$ cat src/rtl/shot_scheduler_if.sv
// shot_scheduler_if
//   Bundles every non-clock/reset signal of the shot scheduler.
//   master : the side that drives requests and gun status (decoders / bench)
//   slave  : the scheduler itself
// Signals
//   enable, req_mouse, req_key, dir_in[1:0], gun_busy, hit   master -> slave
//   fire, fire_dir[1:0], grant[1:0], ready                   slave -> master
//   reload_sec[3:0] (BCD s), reload_cs[7:0] (BCD tenths,hundredths)
//   shots[7:0], hits[7:0] (saturating tallies)
interface shot_scheduler_if;
  logic       enable;
  logic       req_mouse;
  logic       req_key;
  logic [1:0] dir_in;
  logic       gun_busy;
  logic       hit;
  logic       fire;
  logic [1:0] fire_dir;
  logic [1:0] grant;
  logic       ready;
  logic [3:0] reload_sec;
  logic [7:0] reload_cs;
  logic [7:0] shots;
  logic [7:0] hits;

  modport master (
    output enable, req_mouse, req_key, dir_in, gun_busy, hit,
    input  fire, fire_dir, grant, ready, reload_sec, reload_cs, shots, hits
  );

  modport slave (
    input  enable, req_mouse, req_key, dir_in, gun_busy, hit,
    output fire, fire_dir, grant, ready, reload_sec, reload_cs, shots, hits
  );
endinterface

$ cat src/rtl/shot_scheduler.sv
// shot_scheduler
//   Tank gun sequencer. Arbitrates mouse/keyboard fire requests (rising-edge
//   triggered, round-robin on a tie), emits a one-cycle fire strobe with the
//   barrel direction latched at grant, waits for the bullet flight to end,
//   then runs a BCD reload countdown for the HUD. Keeps saturating shot and
//   hit tallies.
// Ports
//   i_clk    : pixel clock
//   i_rst_n  : asynchronous active-low reset (aborts any shot in progress)
//   bus      : shot_scheduler_if.slave (requests, gun status, strobe, HUD)
// Parameters
//   TICK_DIV    : clock cycles per 10 ms countdown tick
//   RELOAD_S    : reload time in whole seconds (0..9)
//   ARM_TIMEOUT : cycles after the fire strobe to wait for gun_busy to rise
module shot_scheduler #(
  parameter int TICK_DIV    = 650000,
  parameter int RELOAD_S    = 5,
  parameter int ARM_TIMEOUT = 4
) (
  input  logic             i_clk,
  input  logic             i_rst_n,
  shot_scheduler_if.slave  bus
);

  localparam int CTR_W = (TICK_DIV > 1) ? $clog2(TICK_DIV) : 1;
  localparam int ARM_W = $clog2(ARM_TIMEOUT + 1);

  typedef enum logic [1:0] {
    S_IDLE   = 2'd0,
    S_FIRE   = 2'd1,
    S_FLIGHT = 2'd2,
    S_RELOAD = 2'd3
  } state_t;

  state_t             r_state;
  state_t             w_state_nxt;
  logic               w_fire;

  logic               r_mouse_d;
  logic               r_key_d;
  logic               r_hit_d;
  logic               r_rr_key;     // 1 = keyboard wins the next tie
  logic [1:0]         r_fire_dir;
  logic [1:0]         r_grant;
  logic [7:0]         r_shots;
  logic [7:0]         r_hits;
  logic               r_seen_busy;
  logic [ARM_W-1:0]   r_arm_cnt;
  logic [CTR_W-1:0]   r_tick_ctr;
  logic [3:0]         r_sec;
  logic [3:0]         r_tenth;
  logic [3:0]         r_hund;

  logic               w_rise_mouse;
  logic               w_rise_key;
  logic               w_rise_hit;
  logic               w_take;
  logic               w_pick_key;
  logic               w_tick;
  logic               w_at_zero;
  logic               w_at_one_cs;
  logic               w_reload_done;
  logic               w_flight_done;
  logic [11:0]        w_bcd_dec;

  function automatic logic [7:0] sat_inc8(input logic [7:0] v);
    logic [7:0] r;
    r = (v == 8'hFF) ? v : v + 8'd1;
    return r;
  endfunction

  // One hundredth off a {sec,tenth,hund} BCD value; caller guarantees nonzero.
  function automatic logic [11:0] bcd_dec(input logic [3:0] s,
                                          input logic [3:0] t,
                                          input logic [3:0] h);
    logic [11:0] r;
    if (h != 4'd0)      r = {s, t, h - 4'd1};
    else if (t != 4'd0) r = {s, t - 4'd1, 4'd9};
    else                r = {s - 4'd1, 4'd9, 4'd9};
    return r;
  endfunction

  assign w_rise_mouse = bus.req_mouse & ~r_mouse_d;
  assign w_rise_key   = bus.req_key & ~r_key_d;
  assign w_rise_hit   = bus.hit & ~r_hit_d;

  // Rises outside IDLE or while disabled are simply lost.
  assign w_take       = (r_state == S_IDLE) & bus.enable & (w_rise_mouse | w_rise_key);
  assign w_pick_key   = (w_rise_mouse & w_rise_key) ? r_rr_key : w_rise_key;

  assign w_tick        = (r_tick_ctr == CTR_W'(TICK_DIV - 1));
  assign w_at_zero     = (r_sec == 4'd0) & (r_tenth == 4'd0) & (r_hund == 4'd0);
  assign w_at_one_cs   = (r_sec == 4'd0) & (r_tenth == 4'd0) & (r_hund == 4'd1);
  // Leave on the tick that reaches 0.00 so the countdown spans RELOAD_S*100
  // ticks exactly; a zero-length reload leaves after its single cycle.
  assign w_reload_done = w_at_zero | (w_tick & w_at_one_cs);
  // Flight ends once busy has come and gone, or busy never showed up within
  // the arming window (counter is 1 in the first FLIGHT cycle).
  assign w_flight_done = ~bus.gun_busy &
                         (r_seen_busy | (r_arm_cnt == ARM_W'(ARM_TIMEOUT - 1)));
  assign w_bcd_dec     = bcd_dec(r_sec, r_tenth, r_hund);

  always_comb begin
    w_state_nxt = r_state;
    w_fire      = 1'b0;
    case (r_state)
      S_IDLE:   if (w_take) w_state_nxt = S_FIRE;
      S_FIRE: begin
        w_fire      = 1'b1;
        w_state_nxt = S_FLIGHT;
      end
      S_FLIGHT: if (w_flight_done) w_state_nxt = S_RELOAD;
      S_RELOAD: if (w_reload_done) w_state_nxt = S_IDLE;
      default:  w_state_nxt = S_IDLE;
    endcase
  end

  always_ff @(posedge i_clk or negedge i_rst_n) begin
    if (!i_rst_n) r_state <= S_IDLE;
    else          r_state <= w_state_nxt;
  end

  always_ff @(posedge i_clk or negedge i_rst_n) begin
    if (!i_rst_n) begin
      r_mouse_d   <= 1'b0;
      r_key_d     <= 1'b0;
      r_hit_d     <= 1'b0;
      r_rr_key    <= 1'b0;
      r_fire_dir  <= 2'd0;
      r_grant     <= 2'd0;
      r_shots     <= 8'd0;
      r_hits      <= 8'd0;
      r_seen_busy <= 1'b0;
      r_arm_cnt   <= '0;
      r_tick_ctr  <= '0;
      r_sec       <= 4'd0;
      r_tenth     <= 4'd0;
      r_hund      <= 4'd0;
    end else begin
      r_mouse_d <= bus.req_mouse;
      r_key_d   <= bus.req_key;
      r_hit_d   <= bus.hit;

      if (w_rise_hit) r_hits <= sat_inc8(r_hits);

      if (w_take) begin
        r_fire_dir <= bus.dir_in;
        r_grant    <= w_pick_key ? 2'b10 : 2'b01;
        r_rr_key   <= ~w_pick_key;
        r_shots    <= sat_inc8(r_shots);
      end

      case (r_state)
        S_FIRE: begin
          r_seen_busy <= 1'b0;
          r_arm_cnt   <= ARM_W'(1);
        end
        S_FLIGHT: begin
          if (bus.gun_busy) r_seen_busy <= 1'b1;
          if (r_arm_cnt != ARM_W'(ARM_TIMEOUT - 1)) r_arm_cnt <= r_arm_cnt + ARM_W'(1);
          if (w_flight_done) begin
            r_sec      <= 4'(RELOAD_S);
            r_tenth    <= 4'd0;
            r_hund     <= 4'd0;
            r_tick_ctr <= '0;
          end
        end
        S_RELOAD: begin
          if (w_at_zero) begin
            r_tick_ctr <= '0;
          end else if (w_tick) begin
            r_tick_ctr <= '0;
            {r_sec, r_tenth, r_hund} <= w_bcd_dec;
          end else begin
            r_tick_ctr <= r_tick_ctr + CTR_W'(1);
          end
        end
        default: ;
      endcase
    end
  end

  assign bus.fire       = w_fire;
  assign bus.fire_dir   = r_fire_dir;
  assign bus.grant      = r_grant;
  // Held low while reset is asserted so every output reads 0 in reset.
  assign bus.ready      = (r_state == S_IDLE) & bus.enable & i_rst_n;
  assign bus.reload_sec = (r_state == S_RELOAD) ? r_sec : 4'd0;
  assign bus.reload_cs  = (r_state == S_RELOAD) ? {r_tenth, r_hund} : 8'd0;
  assign bus.shots      = r_shots;
  assign bus.hits       = r_hits;

endmodule

$ cat src/flat_wrapper.sv
// flat-port wrapper written by rule: the top's interface ports become plain ports
module shot_scheduler_flat 
#(
  parameter int TICK_DIV    = 650000,
  parameter int RELOAD_S    = 5,
  parameter int ARM_TIMEOUT = 4
)
  (i_clk, i_rst_n, bus_enable, bus_req_mouse, bus_req_key, bus_dir_in, bus_gun_busy, bus_hit, bus_fire, bus_fire_dir, bus_grant, bus_ready, bus_reload_sec, bus_reload_cs, bus_shots, bus_hits);
  shot_scheduler_if bus_i ();
  input  logic i_clk;
  input  logic i_rst_n;
  input wire logic [$bits(bus_i.enable)-1:0] bus_enable;
  input wire logic [$bits(bus_i.req_mouse)-1:0] bus_req_mouse;
  input wire logic [$bits(bus_i.req_key)-1:0] bus_req_key;
  input wire logic [$bits(bus_i.dir_in)-1:0] bus_dir_in;
  input wire logic [$bits(bus_i.gun_busy)-1:0] bus_gun_busy;
  input wire logic [$bits(bus_i.hit)-1:0] bus_hit;
  output wire logic [$bits(bus_i.fire)-1:0] bus_fire;
  output wire logic [$bits(bus_i.fire_dir)-1:0] bus_fire_dir;
  output wire logic [$bits(bus_i.grant)-1:0] bus_grant;
  output wire logic [$bits(bus_i.ready)-1:0] bus_ready;
  output wire logic [$bits(bus_i.reload_sec)-1:0] bus_reload_sec;
  output wire logic [$bits(bus_i.reload_cs)-1:0] bus_reload_cs;
  output wire logic [$bits(bus_i.shots)-1:0] bus_shots;
  output wire logic [$bits(bus_i.hits)-1:0] bus_hits;
  assign bus_i.enable = bus_enable;
  assign bus_i.req_mouse = bus_req_mouse;
  assign bus_i.req_key = bus_req_key;
  assign bus_i.dir_in = bus_dir_in;
  assign bus_i.gun_busy = bus_gun_busy;
  assign bus_i.hit = bus_hit;
  assign bus_fire = bus_i.fire;
  assign bus_fire_dir = bus_i.fire_dir;
  assign bus_grant = bus_i.grant;
  assign bus_ready = bus_i.ready;
  assign bus_reload_sec = bus_i.reload_sec;
  assign bus_reload_cs = bus_i.reload_cs;
  assign bus_shots = bus_i.shots;
  assign bus_hits = bus_i.hits;
  shot_scheduler #(.TICK_DIV(TICK_DIV), .RELOAD_S(RELOAD_S), .ARM_TIMEOUT(ARM_TIMEOUT)) u_core (.i_clk(i_clk), .i_rst_n(i_rst_n), .bus(bus_i));
endmodule
$ cat config.mk
export PLATFORM = sky130hd
export DESIGN_NAME = shot_scheduler_flat
export DESIGN_NICKNAME = d
export VERILOG_FILES = /design/src/rtl/shot_scheduler_if.sv /design/src/rtl/shot_scheduler.sv /design/src/flat_wrapper.sv
export SDC_FILE = /design/constraint.sdc
export NUM_CORES = 1
export LEC_CHECK = 0
export ABC_AREA = 1
export BUFFER_PORTS_ARGS = -buffer_cell sky130_fd_sc_hd__buf_2
export CORE_MARGIN = 2
export CORE_UTILIZATION = 50
export DETAILED_ROUTE_END_ITERATION = 16
export MAX_ROUTING_LAYER = met4
export PLACE_DENSITY = 0.74
export SETUP_SLACK_MARGIN = 0.15
export SYNTH_ARGS = -nofsm -noshare
export SYNTH_HDL_FRONTEND = slang
export SYNTH_SLANG_ARGS = --single-unit
$ cat constraint.sdc
create_clock -name i_clk -period 2.5 [get_ports i_clk]
set_input_delay 0.625 -clock i_clk [delete_from_list [all_inputs] [get_ports i_clk]]
set_output_delay 0.625 -clock i_clk [all_outputs]
set_load 0.02 [all_outputs]
==> metrics.csv <==
metric,value,unit
postCtsSetupBuffers,0,
antenna_found_initial,0,
vdd_drop_max,536.5,uV
cp.depth,7,
wirelength,7.265,mm
clock_sinks,61,
finalHoldViolations,0,
crit_top_cell,nand3_1,
synth_top_cells_by_area,"dfrtp_1 (43%), nand2_1 (15%), inv_1 (6.7%)",
fin_util,59.27,%
pwr-share-comb,42.5,%
synth_flop_cell,dfrtp_1,
leakage,2.153,nW
synth_area,0.003578,sq mm
maxCapViolations,0,
critical-path-slowest-cell,dfrtp_1,
rsz0062_at_grt,false,
port_buffers,42,
core_area,0.006869,sq mm
worstPathMaxFanout,19,
power_switching,1.796,mW
die_area,0.007850,sq mm
slew_headroom,48.91,%
cp_top_family,simple AND/OR/NAND/NOR gates,
grt_max_degree,62,
root_buffer,clkbuf_8,
ys_ff_latch,61,
area_growth,13.78,%
critPathMaxStageDelay,0.41,ns
clk_path_buf_depth,2,
clkTransAtPathRegs,0.07,ns
vias_per_cell,4.926,
final.setup.tns,0,ns
yosys_warnings,0,
dp_cells,608,
die_y,88.60,um
synth_cells,477,
place_congestion,0.9115,
slew_violations,0,
finalCritPeriodShare,85.67,%
final_nets,548,
antenna_cells,0,
hpwl,5.102,mm
seq_power_share,35.7,%
cts-hold-fix-buffers,0,
start_kind,flip-flop,
yosys.area.top_type,dfrtp_1,
grt_pass1_vias,2844,
avgRoutedWirePerCell,11.62,um
holdWs,0.3979,ns
cts_tree,done,
setup_violations,0,
p_int,2.293,mW
drtAntennaViolNets,0,
grt_pass1_wl,12.36,mm
place_area,0.003857,sq mm
die_width,88.60,um
synth_edf_count,0,
vias,3079,
swShare,43.91,%
worst_pin_slew,0.7664,ns
start_util,52.09,%
drc_errors,0,
min-delay-start,bus_req_key,
avgSynthCellArea,7.502,sq um
status,completed,
path_class,reg -> reg,
startpoint,u_core.r_state[0],
crit_buf_inv,1,
synth_common_cells,"nand2_1 (142), inv_1 (64), dfrtp_1 (61)",
stdcell_area,0.004071,sq mm
synth.most_common_cell,nand2_1,
drive_gt1_share,14.93,%
fp-row-count,30,
dr.pass1.iters,4,
overflow,0,
skew,0.009279,ns
cp-end-kind,flip-flop,
arrival,2.36,ns
p_per_area,1004,mW/mm^2
seq_area_frac_synth,42.66,%
insertion_delay,0.34,ns
rr_startpoint,u_core.r_state[0],
min_period,2.142,ns
globalRouteTotalUtil,20.78,%
io_pins,43,
cts_made_buffers,9,
instances_no_fill,625,
clock.fmax,466.9,MHz
synth_fp_nets,501,
crit_required,2.72,ns
yosysTopAreaCellShare,42.66,%
rr_worst_depth,7,
yosysUniqueCellTypes,29,
min_path_type,in -> reg,
crit_chain,"inv_1, ha_1, nand3_1, o21ai_4, nand3_1, nor3_1, nor2_1",
async_flop_share,100.0,%
hold_path_depth,1,
p_clk_share,21.8,%
htreeDepth,3,
first_iter_violations,197,
layer usage:
metal	vias to the layer above	track usage, %	wire, um
met5	-	-	0
met4	0	10.47	174
met3	15	3.451	212
met2	46	32.81	3402
met1	1426	25.80	3476
li1	1592	-	-
stage by stage:
stage	setup WS (ns)	total power, mW
global route	0.1633	4.450
detailed placement	0.2343	3.190
global placement	0.3355	3.127
finish	0.3583	4.089
CTS	0.2080	4.101
floorplan	0.5036	2.785
layout make-up:
class / count / area [sq um]
clock buffers: 10 / 137.6
clock inverters: 6 / 62.56
fillers: 650 / 2798
inverters: 68 / 255.2
multi-input cells: 340 / 1744
flip-flops and latches: 61 / 1526
well taps: 96 / 120.1
repair buffers: 44 / 225.2
layout by cell type (no fill, tap or decap), types with 2 or more instances in the layout:
cell,instances
nand2_1,142
inv_1,64
dfrtp_1,61
nor2_1,52
buf_2,42
nand3_1,35
nand4_1,23
xor2_1,15
ha_1,15
o21ai_0,14
clkbuf_8,10
xnor2_1,9
nor3_1,7
a21oi_1,6
nand2_2,5
inv_2,4
or2_2,4
clkinvlp_4,3
nor2_2,2
clkinv_2,2
buf_4,2
power by group through the flow:
stage	combinational [mW]	sequential, mW	clock (mW)
2_1_floorplan	1.24	1.54	0
3_3_place_gp	1.67	1.46	0
3_5_place_dp	1.71	1.48	0
4_1_cts	1.73	1.46	0.919
5_1_grt	2.00	1.50	0.951
6_report	1.74	1.46	0.891
worst paths after layout:
| kind | slack, ns | endpoint |
|---|---|---|
| worst max-delay path | 0.36 | u_core.r_tick_ctr[10] |
| worst min-delay path | 0.40 | u_core.r_key_d |
| worst max register to register | 0.36 | u_core.r_tick_ctr[10] |
| worst min register to register | 0.48 | u_core.bus.fire_dir[0] |
| max in group asynchronous | 1.53 | u_core.r_tick_ctr[8] |
| min in group asynchronous | 0.44 | u_core.r_arm_cnt[2] |
state kept, by name, summed over array words and instances (netlist names), 2 cells and up:
register,cells
u_core.r_tick_ctr,20
u_core.bus.hits,8
u_core.bus.shots,8
u_core.r_hund,4
u_core.r_sec,4
u_core.r_tenth,4
u_core.r_arm_cnt,3
u_core.bus.fire_dir,2
u_core.bus.grant,2
u_core.r_state,2
cells by family (layout without fill, tap and decap cells):
logic type               Yosys count  count (layout)  share of synthesized area (%)
AND/OR/NAND/NOR                  275             275                          33.08
AO/OA/AOI/OAI                     25              26                          4.161
buffers and inverters             77             128                          8.986
XOR/XNOR                          24              24                          5.874
adder cells (fa/ha/maj)           15              15                          5.245
flip-flops                        61              61                          42.66
timing repair:
| action | 4_1_cts | 5_1_grt |
|---|---|---|
| endpoints found under the hold margin | 0 | 0 |
| endpoints found under the setup margin | 0 | 26 |
| resized for setup | 0 | 1 |
(Power assumes the default switching activity.)
